<file path="config.mk">
export PLATFORM = sky130hd
export DESIGN_NAME = clock_edge_tracker
export DESIGN_NICKNAME = d
export VERILOG_FILES = /design/src/rtl/clock_edge_tracker.sv
export SDC_FILE = /design/constraint.sdc
export NUM_CORES = 1
export LEC_CHECK = 0
export ABC_CLOCK_PERIOD_IN_PS = 5950
export BUFFER_PORTS_ARGS = -buffer_cell sky130_fd_sc_hd__buf_2
export CAP_MARGIN = 20
export CELL_PAD_IN_SITES_DETAIL_PLACEMENT = 1
export CELL_PAD_IN_SITES_GLOBAL_PLACEMENT = 2
export CORE_MARGIN = 2
export CORE_UTILIZATION = 39
export CTS_BUF_LIST = sky130_fd_sc_hd__clkbuf_4 sky130_fd_sc_hd__clkbuf_8
export CTS_CLUSTER_DIAMETER = 150
export DETAILED_ROUTE_END_ITERATION = 10
export PLACE_DENSITY_LB_ADDON = 0.3
export SYNTH_ARGS = -nofsm -noshare
export SYNTH_HDL_FRONTEND = slang
export SYNTH_SLANG_ARGS = --single-unit
</file>
<file path="constraint.sdc">
create_clock -name clock -period 5.95 [get_ports clock]
set_input_delay 1.19 -clock clock [delete_from_list [all_inputs] [get_ports clock]]
set_output_delay 1.19 -clock clock [all_outputs]
set_load 0.1 [all_outputs]
</file>
<file path="src/rtl/clock_edge_tracker.sv">
// Tracks a slow clock-like input in the fast clock domain: edge strobes, period measurement, lock.
// Define CLOCK_EDGE_TRACKER_HIGH_TIME_EN to build the rise-to-fall high_time counter.
module clock_edge_tracker #(
  parameter int unsigned SYNC_STAGES = 2,
  parameter int unsigned CNT_W       = 16,
  parameter int unsigned LOCK_COUNT  = 4,
  parameter int unsigned TOL         = 1,
  parameter int unsigned MAX_PERIOD  = 65535
) (
  input  logic             clock,
  input  logic             reset,
  input  logic             in_clock,
  output logic             rise_pulse,
  output logic             fall_pulse,
  output logic [CNT_W-1:0] period,
  output logic             period_valid,
  output logic             locked,
  output logic             timeout,
  output logic [CNT_W-1:0] high_time
);

  localparam int unsigned MatchW = $clog2(LOCK_COUNT + 1);
  localparam int unsigned ArmW   = $clog2(SYNC_STAGES + 2);

  localparam logic [1:0] StIdle    = 2'd0;
  localparam logic [1:0] StAcquire = 2'd1;
  localparam logic [1:0] StLocked  = 2'd2;

  localparam logic [CNT_W-1:0]  CntMax    = CNT_W'(MAX_PERIOD - 1);
  localparam logic [ArmW-1:0]   ArmDone   = ArmW'(SYNC_STAGES + 1);
  localparam logic [MatchW-1:0] LockMatch = MatchW'(LOCK_COUNT);
  localparam logic [CNT_W:0]    TolW      = (CNT_W + 1)'(TOL);

  logic [SYNC_STAGES-1:0] sync_q;
  logic                   prev_q;
  logic [ArmW-1:0]        arm_q;
  logic                   rise_q, fall_q;
  logic                   sync_w, armed;

  logic [1:0]        state_q, state_d;
  logic [CNT_W-1:0]  cnt_q, cnt_d;
  logic [CNT_W-1:0]  ref_q, ref_d;
  logic [CNT_W-1:0]  period_q, period_d;
  logic [MatchW-1:0] match_q, match_d, match_inc;
  logic              valid_q, valid_d;
  logic              locked_q, locked_d;
  logic [CNT_W:0]    meas, diff;
  logic              in_tol, tmo;

  assign sync_w = sync_q[SYNC_STAGES-1];
  assign armed  = (arm_q == ArmDone);

  // Edge detection stays disarmed until the synchronizer has flushed post-reset.
  always_ff @(posedge clock or negedge reset) begin
    if (!reset) begin
      sync_q <= '0;
      prev_q <= 1'b0;
      arm_q  <= '0;
      rise_q <= 1'b0;
      fall_q <= 1'b0;
    end else begin
      sync_q <= {sync_q[SYNC_STAGES-2:0], in_clock};
      prev_q <= sync_w;
      if (!armed) arm_q <= arm_q + ArmW'(1);
      rise_q <= armed & sync_w & ~prev_q;
      fall_q <= armed & ~sync_w & prev_q;
    end
  end

  assign meas      = {1'b0, cnt_q} + (CNT_W + 1)'(1);
  assign diff      = (meas >= {1'b0, ref_q}) ? (meas - {1'b0, ref_q}) : ({1'b0, ref_q} - meas);
  assign in_tol    = (diff <= TolW);
  assign tmo       = (state_q != StIdle) && (cnt_q == CntMax);
  assign match_inc = match_q + MatchW'(1);

  always_comb begin
    state_d  = state_q;
    ref_d    = ref_q;
    period_d = period_q;
    match_d  = match_q;
    valid_d  = valid_q;
    locked_d = locked_q;

    if (state_q == StIdle || rise_q || tmo) begin
      cnt_d = '0;
    end else if (cnt_q != CntMax) begin
      cnt_d = cnt_q + CNT_W'(1);
    end else begin
      cnt_d = cnt_q;
    end

    // Timeout wins over a coincident rise, which is dropped.
    if (tmo) begin
      state_d  = StIdle;
      locked_d = 1'b0;
      valid_d  = 1'b0;
      period_d = '0;
      match_d  = '0;
    end else if (rise_q) begin
      case (state_q)
        StIdle: begin
          state_d = StAcquire;
          match_d = '0;
        end
        StAcquire: begin
          period_d = meas[CNT_W-1:0];
          if (!valid_q) begin
            valid_d = 1'b1;
            ref_d   = meas[CNT_W-1:0];
            match_d = '0;
          end else if (in_tol) begin
            match_d = match_inc;
            if (match_inc == LockMatch) begin
              state_d  = StLocked;
              locked_d = 1'b1;
            end
          end else begin
            ref_d   = meas[CNT_W-1:0];
            match_d = '0;
          end
        end
        StLocked: begin
          period_d = meas[CNT_W-1:0];
          if (!in_tol) begin
            state_d  = StAcquire;
            locked_d = 1'b0;
            ref_d    = meas[CNT_W-1:0];
            match_d  = '0;
          end
        end
        default: state_d = StIdle;
      endcase
    end
  end

  always_ff @(posedge clock or negedge reset) begin
    if (!reset) begin
      state_q  <= StIdle;
      cnt_q    <= '0;
      ref_q    <= '0;
      period_q <= '0;
      match_q  <= '0;
      valid_q  <= 1'b0;
      locked_q <= 1'b0;
    end else begin
      state_q  <= state_d;
      cnt_q    <= cnt_d;
      ref_q    <= ref_d;
      period_q <= period_d;
      match_q  <= match_d;
      valid_q  <= valid_d;
      locked_q <= locked_d;
    end
  end

  assign rise_pulse   = rise_q;
  assign fall_pulse   = fall_q;
  assign period       = period_q;
  assign period_valid = valid_q;
  assign locked       = locked_q;
  assign timeout      = tmo;

`ifdef CLOCK_EDGE_TRACKER_HIGH_TIME_EN
  logic [CNT_W-1:0] hcnt_q, high_q;
  logic             hseen_q;

  // hseen_q blocks a fall that has no rise behind it since the last idle.
  always_ff @(posedge clock or negedge reset) begin
    if (!reset) begin
      hcnt_q  <= '0;
      high_q  <= '0;
      hseen_q <= 1'b0;
    end else if (tmo) begin
      hcnt_q  <= '0;
      high_q  <= '0;
      hseen_q <= 1'b0;
    end else begin
      if (rise_q) begin
        hcnt_q  <= '0;
        hseen_q <= 1'b1;
      end else if (hseen_q && hcnt_q != '1) begin
        hcnt_q <= hcnt_q + CNT_W'(1);
      end
      if (fall_q && hseen_q) begin
        high_q <= (hcnt_q == '1) ? hcnt_q : hcnt_q + CNT_W'(1);
      end
    end
  end

  assign high_time = high_q;
`else
  assign high_time = '0;
`endif

endmodule

</file>
==> out/metrics.cfg <==
[logic_synthesis]
synth.ff_latch_count = 62
synthFlopType = dfrtp_1
synth.distinct_cells = 78
yosysTopAreaCellShare_pct = 31.95
syn_avg_cell_area_sq_um = 9.093
synth_edf_count = 0
ys_warn_count = 0
synth_area_sq_um = 4856
synth.area.top_cells = dfrtp_1, ha_1, nor2_1, mux2i_1, a21oi_1
syn_inst = 534
synth_top_area_cell = dfrtp_1
ys_seq_area_share_pct = 31.95
ys_async_sr_fraction_pct = 100.0

[critical_path]
worstSetupPathType = reg -> reg
max_stage_delay_ps = 490
crit_slowest_cell = dfrtp_1
end_kind = flop
setup.worst_path.start_class = flop
path_max_fanout = 16
cp_data_required_time_ps = 6210
rr_startpoint = cnt_q[0]$_DFFE_PN0P_
path_buf_inv = 1
regToRegSetupSlack_ps = 620
crit_chain = ha_1 > nand3_1 > nor2_1 > nand2_1 > xnor2_1 > ha_1 > a21oi_1 > o21ai_0 > and2_2 > or3_1 > nor2_4 > mux2_4 > a2111oi_4 > nand4_4 > nor3_4 > a211o_1 > buf_4 > mux2i_1
crit_top_cell = ha_1
reg2regPathDepth = 18
arrival_ps = 5600
r2r-end = ref_q[6]$_DFFE_PN0P_
path_delay_family = simple AND/OR/NAND/NOR gates

[floorplanning]
die_y_um = 115.6
design.core.area_sq_um = 12060
rows = 40
ios = 40
initial_core_util_pct = 40.26
dieArea_sq_um = 13360
dieWidth_um = 115.6

[timing]
min_period_over_period_pct = 89.65
relSlewSlack_pct = 27.47
setup_tns_ps = 0
setup_violations = 0
setup_slack_ps = 615.9
skew_ps = 14.15
report.final.hold_viol_count = 0
finalMaxSlewViolations = 0
worst_slew_pin_slew_ps = 1074
fin_crit_ps = 5334
rsz0062_at_grt = no
fmax_mhz = 187.5

[pwr]
switching_share_pct = 53.86
p_int_mw = 1.481
ir_worst_vdd_mv = 0.3921
p_sw_mw = 1.729
power_frac_comb_pct = 69.6
p_per_area_nw_per_um2 = 614.5
p_leak_nw = 2.465
pwr-share-seq_pct = 17.1
clock_power_share_pct = 13.3

[cells_and_area]
diodes = 0
design_area_sq_um = 5225
utilization_pct = 43.32
area_growth_pct = 7.601
fin_nets = 597
layout.cells.non_filler = 724
drive_gt1_share_pct = 13.85

[clock_network]
ctsResizeCount = 0
cts_sinks = 62
cts_max_path_buffers = 2
ctsRootBufferMaster = clkbuf_8
clk_pin_slew_worst_paths_ps = 80
htree_levels = 3
ctsHoldBuffers = 0
postCtsSetupRepairBufs = 0
cts_buffers = 9
cts_tree = yes
worstSkewPairLatency_ps = 350

[routing]
first_pass_iters = 4
detail-route-antenna-nets = 0
routed_wl_mm = 12.68
vias_per_cell = 5.360
num_vias = 3881
wire_per_inst_um = 17.51
first_iter_violations = 103
drcViolationCount = 0

[placed_design]
dp.cells = 708
port_buffers = 23
hpwl_mm = 10.28
pre_cts_ws_ps = 640.9
gp_congestion = 0.8740
place_area_sq_um = 4995

[status]
status = finished clean

[worst_hold_path]
worstHoldPathCells = 0
hp-class = reg -> reg
hold_end = sync_q[1]$_DFF_PN0_
hold_start = sync_q[0]$_DFF_PN0_

[grt]
grt_pass1_wl_mm = 20.98
grt_overflow_total = 0
antenna_found_initial = 0
grt_max_degree = 63
grt_pass1_vias = 4088
groute.usage.overall_pct = 20.17

[flow_run]
maxCapViolCount = 0

[power groups by stage]
stage	clock (mW)	combinational [mW]	sequential, mW
3_5_place_dp	0	2.23	0.557
4_1_cts	0.440	2.24	0.550
3_3_place_gp	0	2.20	0.554
5_1_grt	0.454	2.41	0.560
6_report	0.425	2.24	0.550
2_1_floorplan	0	1.41	0.958
[cell type report]
class,count,area (sq um)
Tap cell,168,210.2
Clock buffer,10,137.6
Multi-Input combinational cell,408,2927
Sequential cell,62,1551
Inverter,43,161.4
Fill cell,1445,6837
Timing Repair Buffer,27,145.1
Clock inverter,6,92.59
[sequential cells by signal, summed over array words and instances, names as in the netlist, 2 cells and up]
register,cells
state_q,2
period,16
arm_q,2
match_q,3
ref_q,16
cnt_q,16
sync_q,2
[layer usage]
metal / share of wire (%) / up-vias / track usage, %
met5: 0 / - / 0
met4: 1.3 / 0 / 5.863
met3: 2.0 / 11 / 2.667
met2: 47 / 50 / 32.67
met1: 50 / 1929 / 28.28
li1: - / 1891 / -
[cells in the mapped netlist (3+ instances only)]
cell type / instances
or2_2: 5
buf_4: 17
nor2b_1: 9
buf_6: 6
buf_2: 4
a31oi_1: 4
o21bai_1: 5
nor3_1: 10
inv_1: 43
o41ai_1: 3
a211oi_1: 20
o21a_1: 6
o211ai_1: 4
dfrtp_1: 62
a21oi_1: 34
o21ai_0: 18
xor2_1: 12
and2_2: 3
nand2_1: 23
nand3_1: 11
nand4_1: 12
or3_1: 4
a21o_1: 7
nor2_1: 59
nand2b_1: 8
xnor2_1: 13
clkbuf_1: 7
and2_1: 3
mux2i_1: 20
and4_1: 3
ha_1: 41
[logic make-up after synthesis]
logic type | share of synthesized area (%)
AND/OR/NAND/NOR | 18.40
AO/OA/AOI/OAI | 18.86
buffers and inverters | 8.992
flip-flops | 31.95
adder cells (fa/ha/maj) | 11.39
XOR/XNOR | 4.509
multiplexers | 5.823
other | 0.07723
[per-stage QoR]
step | hold WS [ps] | total power, mW
5_1_grt | 377.1 | 3.420
6_report | 358.7 | 3.211
3_5_place_dp | 345.7 | 2.791
3_3_place_gp | 332.3 | 2.750
2_1_floorplan | 331.2 | 2.370
4_1_cts | 364.2 | 3.232
[cell usage in the layout (no fill, tap or decap), types with 3 or more instances in the layout]
master / Yosys / routed
and2_1: 3 / 3
a21oi_1: 34 / 34
dfrtp_1: 62 / 62
nor2_1: 59 / 58
mux2i_1: 20 / 20
buf_4: 17 / 4
o21bai_1: 5 / 5
xnor2_1: 13 / 13
o211ai_1: 4 / 4
nand2b_1: 8 / 8
nand2_1: 23 / 23
and2_2: 3 / 3
inv_1: 43 / 43
ha_1: 41 / 41
nand4_1: 12 / 12
a31oi_1: 4 / 4
and4_1: 3 / 3
a211oi_1: 20 / 20
or2_2: 5 / 5
clkbuf_8: 1 / 10
nand3_1: 11 / 11
or3_1: 4 / 4
a21o_1: 7 / 7
o21a_1: 6 / 6
o41ai_1: 3 / 3
xor2_1: 12 / 12
nor2b_1: 9 / 9
conb_1: 1 / 16
o21ai_0: 18 / 18
buf_2: 4 / 23
nor3_1: 10 / 10
[how the worst max path moves through the flow]
stage	depth (start not counted)	from	to	slack, ps
floorplan	19	cnt_q[0]$_DFFE_PN0P_	state_q[0]$_DFFE_PN0P_	1330
global placement	18	cnt_q[0]$_DFFE_PN0P_	ref_q[1]$_DFFE_PN0P_	780
detailed placement	19	cnt_q[4]$_DFFE_PN0P_	ref_q[14]$_DFFE_PN0P_	640
CTS	19	cnt_q[4]$_DFFE_PN0P_	ref_q[6]$_DFFE_PN0P_	590
global route	18	cnt_q[0]$_DFFE_PN0P_	ref_q[7]$_DFFE_PN0P_	50
finish	18	cnt_q[0]$_DFFE_PN0P_	ref_q[6]$_DFFE_PN0P_	620
Note: power is estimated with default switching activity, not from simulation.
